$ cat config.mk
export PLATFORM = sky130hd
export DESIGN_NAME = sort_job_arbiter
export DESIGN_NICKNAME = d
export VERILOG_FILES = /design/src/rtl/sort_job_arbiter.sv
export SDC_FILE = /design/constraint.sdc
export NUM_CORES = 1
export LEC_CHECK = 0
export CAP_MARGIN = 0
export CORE_MARGIN = 5
export CORE_UTILIZATION = 34
export CTS_CLUSTER_SIZE = 28
export DETAILED_ROUTE_END_ITERATION = 8
export GPL_TIMING_DRIVEN = 0
export HOLD_SLACK_MARGIN = 0.1
export PLACE_DENSITY = 0.85
export SETUP_SLACK_MARGIN = 0.1
export SLEW_MARGIN = 20
export SYNTH_ARGS = -nofsm -noshare
export SYNTH_HDL_FRONTEND = slang
export SYNTH_SLANG_ARGS = --single-unit
$ cat constraint.sdc
create_clock -name clk -period 1.8 [get_ports clk]
set_clock_uncertainty 0.15 [all_clocks]
set_input_delay 0.27 -clock clk [delete_from_list [all_inputs] [get_ports clk]]
set_output_delay 0.27 -clock clk [all_outputs]
set_load 0.005 [all_outputs]
$ cat src/rtl/sort_job_arbiter.sv
// rtl/sort_job_arbiter.sv - round-robin front end sharing one fixed-latency sort engine among R requesters
module sort_job_arbiter #(
  parameter int R       = 4,
  parameter int N       = 6,
  parameter int WIDTH   = 8,
  parameter int ENG_LAT = 5,
  parameter int TIMEOUT = 32
) (
  input  logic                             clk,
  input  logic                             rst_n,
  input  logic [R-1:0]                     req,
  input  logic [R-1:0][N-1:0][WIDTH-1:0]   req_data,
  output logic [R-1:0]                     resp_valid,
  input  logic [R-1:0]                     resp_ack,
  output logic [N-1:0][WIDTH-1:0]          resp_data,
  output logic                             resp_err,
  output logic                             eng_start,
  output logic [N-1:0][WIDTH-1:0]          eng_data,
  input  logic                             eng_done,
  input  logic [N-1:0][WIDTH-1:0]          eng_sorted,
  output logic                             busy,
  output logic [15:0]                      job_cnt
);

  localparam int IW = (R > 1) ? $clog2(R) : 1;
  localparam int CW = $clog2(TIMEOUT + 1);
  localparam logic [CW-1:0] DONE_MIN = CW'(ENG_LAT - 1);
  localparam logic [CW-1:0] TO_LAST  = CW'(TIMEOUT - 1);

  localparam logic [1:0] IDLE  = 2'd0;
  localparam logic [1:0] START = 2'd1;
  localparam logic [1:0] WAIT  = 2'd2;
  localparam logic [1:0] RESP  = 2'd3;

  logic [1:0]    state;
  logic [IW-1:0] rr_ptr;
  logic [IW-1:0] grant;
  logic [IW-1:0] pick;
  logic [IW-1:0] next_ptr;
  logic [CW-1:0] wait_cnt;
  int            sum;

  // Scan from the highest offset down so the last hit is the one closest to rr_ptr.
  always_comb begin
    pick = rr_ptr;
    sum  = 0;
    for (int i = R - 1; i >= 0; i--) begin
      sum = int'(rr_ptr) + i;
      if (sum >= R) sum = sum - R;
      if (req[sum]) pick = IW'(sum);
    end
  end

  assign next_ptr  = (grant == IW'(R - 1)) ? '0 : grant + 1'b1;
  assign eng_start = (state == START);
  assign busy      = (state != IDLE);

  always_comb begin
    resp_valid = '0;
    if (state == RESP) resp_valid[grant] = 1'b1;
  end

  always_ff @(posedge clk) begin
    if (!rst_n) begin
      state     <= IDLE;
      rr_ptr    <= '0;
      grant     <= '0;
      wait_cnt  <= '0;
      eng_data  <= '0;
      resp_data <= '0;
      resp_err  <= 1'b0;
      job_cnt   <= '0;
    end else begin
      case (state)
        IDLE: begin
          if (|req) begin
            grant    <= pick;
            eng_data <= req_data[pick];
            state    <= START;
          end
        end
        START: begin
          wait_cnt <= '0;
          state    <= WAIT;
        end
        WAIT: begin
          wait_cnt <= wait_cnt + 1'b1;
          // Early done is ignored: it may be left over from the previous job.
          if (wait_cnt >= DONE_MIN && eng_done) begin
            resp_data <= eng_sorted;
            resp_err  <= 1'b0;
            state     <= RESP;
          end else if (wait_cnt == TO_LAST) begin
            resp_data <= '0;
            resp_err  <= 1'b1;
            state     <= RESP;
          end
        end
        RESP: begin
          if (resp_ack[grant]) begin
            state  <= IDLE;
            rr_ptr <= next_ptr;
            if (!resp_err && job_cnt != 16'hFFFF) job_cnt <= job_cnt + 16'd1;
          end
        end
        default: state <= IDLE;
      endcase
    end
  end

endmodule

### Yosys cells after proc, flatten, opt, wreduce, memory -nomap -nowiden

Cells that the tools add are included.

| word-level totals | value |
|---|---|
| flip-flop bits (word level) | 125 |
| bits in latches | 0 |
| memory bits (writable) | 0 |
| ROM bits | 0 |
| bits of input ports | 251 |
| output and inout port bits | 119 |
| word-level logic and storage cells | 101 |
| memories | 0 |

| operators by class | value |
|---|---|
| $add $sub $neg | 10 |
| $mul | 0 |
| divide/modulo/power cells | 0 |
| magnitude comparators | 12 |
| equal/unequal tests | 9 |
| shift-type cells | 0 |
| mux-type cells | 38 |
| bitwise operators | 0 |
| reductions and logical operators | 14 |

Operator list:

| kind | number |
|---|---|
| $mux 48 | 3 |
| $lt 32x4->1 const B | 4 |
| $mux 32 | 4 |
| $bmux 48 s2 | 1 |
| $mux 2 | 9 |
| $add 16x1->16 const B | 1 |
| $ne 16x16->1 const B | 1 |
| $mux 1 | 12 |
| $pmux 6 s2 | 1 |
| $sub 3x3->4 const B | 3 |
| $bmux 1 s2 | 5 |
| $ge 3x3->1 const B | 3 |
| $pmux 2 s4 | 1 |
| $add 2x2->3 const B | 2 |
| $add 6x1->6 const B | 1 |
| $eq 2x2->1 const B | 3 |
| $eq 6x5->1 const B | 1 |
| $ge 6x3->1 const B | 1 |
| $lt 2x3->1 const B | 2 |
| $reduce_and 2->1 | 3 |
| $reduce_and 3->1 | 2 |
| $reduce_bool 2->1 | 3 |
| $mux 4 | 1 |
| $reduce_or 4->1 | 1 |
| other kinds (13) | 15 |

### Longest topological paths before layout

| logic depth | value |
|---|---|
| depth after elaboration | 12 |
| mapped depth | 9 |
| gate-level depth less buffers | 7 |

### Least setup slack after synthesis

Ideal clock, no wire load.

| timing | value |
|---|---|
| path type | register to register |
| start | reg job_cnt[0] |
| end | reg job_cnt[1] |
| setup time | 0.124 ns |
| arrival time | 1.731 ns |
| path slack | -0.206 ns |
| stages on the path, launching flop included | 8 |
| period minus slack after synthesis | 2.006 ns |
| path through | dfxtp_1 ha_1 inv_1 or4_4 o21ai_4 buf_6 mux2i_1 nor2_1 |

| between the ends | value |
|---|---|
| longest elaborated chain between the ends | 3 |

Ends and longest elaborated chain:

| item | line | text |
|---|---|---|
| start: declaration | 22 | `output logic [15:0] job_cnt` |
| start signal: assignment | 103 | `if (!resp_err && job_cnt != 16'hFFFF) job_cnt <= job_cnt + 16'd1;` |
| parallel branches: the longest is 3 deep, another holds $add 16x1->16 | n/a |  |

Several ways; the timed one is not identified.
A chain may end at the register's enable or synchronous reset.

### Worst setup path in the final report

| timing | value |
|---|---|
| start | reg rr_ptr[1] |
| end | reg eng_data[22] (netlist name) |

| between the ends | value |
|---|---|
| longest elaborated chain between the ends | 12 |

Ends and longest elaborated chain:

| item | line | text |
|---|---|---|
| start: declaration | 36 | `logic [IW-1:0] rr_ptr;` |
| start signal: assignment | 102 | `rr_ptr <= next_ptr;` |
| $add 2x2->3 | 48 | `sum = int'(rr_ptr) + i;` |
| $sub 3x3->4 / $ge 3x3->1 (equally long branches) | 49 | `if (sum >= R) sum = sum - R;` |
| $mux 32 | 49 |  |
| $bmux 1 s2 | 50 | `if (req[sum]) pick = IW'(sum);` |
| $mux 1 (implied by the code) (2 in series) | 50 |  |
| $mux 2 (3 in series) | 50 |  |
| $mux 2 (*) | 50 |  |
| $bmux 48 s2 (*) | 78 | `eng_data <= req_data[pick];` |
| $mux 48 (implied by the code) (*) | 78 |  |
| end signal: assignment | 78 |  |
| end: declaration | 18 | `output logic [N-1:0][WIDTH-1:0] eng_data,` |

Every way passes the cells marked *; elsewhere a longest branch is shown, timed or not. The select of a mux whose other input is x is not followed.

==> results <==
-- cell type report --
class                      instances  share of cell area, %
timing repair buffer             429                  34.94
multi-input combinational        438                  32.67
sequential                       125                  20.79
buffer                            46                  3.975
clock buffer                      17                  3.413
tap                              225                  2.258
clock inverter                    15                  1.325
inverter                          15                 0.5721
antenna                            3                0.06022
-- per-layer routing --
metal  GRT usage (%)  vias to the layer above
met3           8.669                       80
met4           11.71                        2
met1           27.39                     3362
met2           44.52                      364
li1                -                     3225
met5               0                        -
-- cell usage in the layout (no fill, tap or decap), drive strengths merged, types with 2 or more instances in the layout --
cell	instances
nand3	9
nand2	68
ha	11
o31ai	3
inv	27
xnor2	3
o221ai	49
diode	3
dfxtp	125
o21ai	7
dlymetal6s2s	32
or3	3
clkinv	2
nor3	2
nand4	5
clkdlybuf4s50	249
buf	88
o41ai	4
o211ai	5
mux2i	102
a21oi	8
nor2b	3
nor4	7
clkbuf	40
a22oi	48
dlygate4sd2	81
nand2b	4
nor2	68
xor2	6
or4	6
and2	5
-- worst max path at each step --
stage / slack, ps / endpoint / startpoint
after floorplan: -130 / job_cnt[1] / job_cnt[0]
after global placement: -770 / eng_data[44] / req[0]
after detailed placement: -900 / eng_data[44] / req[3]
after CTS: -100 / eng_data[4] / rr_ptr[1]
after global routing: -250 / eng_data[22] / rr_ptr[1]
final: -200 / eng_data[22] / rr_ptr[1]
-- worst min-delay path: cells and delay by family --
| family | cells | cell delay (ps) |
|---|---|---|
| simple gates | 1 | 110 |
| buf+inv | 1 | 330 |
| compound gates | 1 | 60 |
-- report_power, final --
part           switching, mW  internal [mW]
clock                   1.52           1.99
sequential             0.274           3.19
combinational           1.75           2.26
total                   3.54           7.44
-- logic make-up (layout without fill, tap and decap cells) --
kind of cell / Yosys count / in the layout / synth area share [%]
compound gates: 132 / 132 / 17.60
xor+xnor: 9 / 9 / 1.323
fa+ha+maj: 11 / 11 / 2.310
buf+inv: 62 / 522 / 5.356
flops: 125 / 125 / 42.01
mux: 103 / 103 / 17.58
other cells: 0 / 3 / 0
simple gates: 183 / 183 / 13.82
-- what timing repair did --
item | CTS | global route
setup endpoints to repair | 201 | 149
pin swaps | 30 | 52
cloned | 3 | 7
setup buffers | 36 | 19
gates resized for setup | 250 | 192
-- stage by stage --
step / hold slack [ps] / cells
after global routing: 291.0 / 1313
after detailed placement: 295.6 / 1219
after floorplan: 263.3 / 625
after CTS: 225.0 / 1290
final: 251.5 / 1313
after global placement: 291.9 / 1219
-- flip-flops by register name (all words and copies together), names as in the netlist --
register,flops
resp_data,48
rr_ptr,2
resp_err,1
job_cnt,16
wait_cnt,6
grant,2
state,2
eng_data,48
==> metrics.md <==
| Metric | Value |
|---|---|
| DP Area | roughly 10,000 um^2 |
| Via count | 7,033 |
| Critical path's slowest cell | dfxtp_4 |
| Setup Viol. Count Final | 64 |
| First-pass GRT wire length | approximately 40,000 um |
| Kind of critical path | reg2reg |
| Routed wire length | 30,230 um |
| Post-Syn Nets | just under 900 |
| Critical Path RT | about 1900 ps |
| Num ports | 370 |
| Fin util | between 70 and 80% |
| Layout cells sized above 1 | 29.03% |
| Detail Route Antenna Nets | 0 |
| CTS Buf Count | 17 |
| Run status | finished with violations |
| Min-delay src | rst_n |
| Vias in the first global route | approximately 7,100 |
| Synth top area share | a little over two fifths |
| Post-DP HPWL | 20,830 um |
| Reg2reg setup slack | -200 ps |
| Top-count cell post-synth | dfxtp_1 |
| Yosys reg bits | 125 |
| Hold path depth | 3 |
| Syn Inst Count | between 600 and 700 |
| Sequential fraction of the synthesis area | between 40% and 50% |
| Initial antenna violation count | 4 |
| CP bufs+invs | 3 |
| Fin Setup TNS | -6939 ps |
| PortBufs | about 370 |
| Post-synth ARST share | 0% |
| Gr usage total | around a quarter |
| DRC | 0 |
| Min Tclk post-route | 2003 ps |
| Worst setup EP type | register |
| Final Worst Setup Slack | -202.8 ps |
| Hold Fails Final Rpt | 0 |
| CTS H-Tree Depth | 4 |
| Maximum VDD drop | slightly above 0.6 mV |
| Worst-skew pair later-pin latency | roughly 410 ps |
| Distinct cells, synth | 49 |
| Die area | about 20,000 um^2 |
| Pleak | 5.448 nW |
| M1 WL | about 11,000 um |
| Place WS | -902.5 ps |
| Final net count | about 1,300 |
| Pwr Density | 880.7 nW/um^2 |
| Initial DRC Count | 310 |
| CP Cell Sequence | nand2_2 -> a21oi_2 -> o221a_1 -> buf_6 -> buf_12 -> buf_12 -> mux2i_2 -> o221ai_1 |
| Number of synthesis warnings | 0 |
| Final-report max-slew violation count | 0 |
| Hold_buf cts | 0 |
| F_max | 499.3 MHz |
| Worst R2R Start | rr_ptr[1] |
| Post-Syn Area | 5957 um^2 |
| Routability congestion estimate | 0.9041 |
| CTS max path bufs | 2 |
| Area contributors post-synth | dfxtp_1 (42%), mux2i_1 (17%), o221ai_1 (7.2%) |
| CP most frequent cell | buf_12 |
| Clock transition at the registers of the reported paths | 60 ps |
| Via/cell ratio | about 5.4 |
| Worst setup SP type | register |
| Main synth FF type | dfxtp_1 |
| Sequential cell area | between 2000 and 3000 um^2 |
| Top sig layer | met5 |
| # rows | 48 |
| Failing checks | negative setup slack |
| Slew @ Worst Pin | 490.4 ps |
| Post-synth EDFFs | 0 |
| Max_cap viols | 0 |
| Cell taking the most area after synthesis | dfxtp_1 |
| Data arrival time of the worst path | approximately 2100 ps |
| Worst slew margin | approximately 67% |
| CTS tree | yes |
| DR WL met2 | between 15,000 and 20,000 um |
| WL met3 | between 2000 and 3000 um |
| Top delay family on crit path | compound AO/OA/AOI/OAI gates |
| Area of the multi-input gates | about 4100 um^2 |
| Most common library cells after synthesis | dfxtp_1 (125), mux2i_1 (102), nand2_1 (68), nor2_1 (68), o221ai_1 (49) |
| Clock Sink Count | roughly 130 |
| Hold EP | job_cnt[10] |
| First drt pass iteration count | 5 |
| Overflow left after global routing | 0 |
| Initial Utilization | 34.56% |
| Area Overhead vs Synth | 109.3% |
| Min-Delay Path Class | in2reg |
| Crit Reg-Reg Endpoint | eng_data[22] |
| Critical-path maximum fanout | 6 |
| Pwr Total | roughly 11 mW |
| Syn avg cell area | 9.531 um^2 |
| Stages on worst setup path | 8 |
| Share of the clock period used by the worst path | 111.3% |
| Final Cell Area | about 12,000 um^2 |
| Worst R2R Path Depth | 8 |
| Fill cells | ~1,100 |
| RSZ-0062 raised after global routing | true |
| Core area | roughly 17,000 um^2 |
| Routed len/inst | 23.03 um |
| Clk root buf | clkbuf_16 |
| Die Y-Extent | 142.4 um |
| Max stage delay on crit path | 390 ps |
| Pin count of the biggest net entering global routing | 17 |
| Die X | roughly 140 um |
Note: power is estimated with default switching activity, not from simulation.
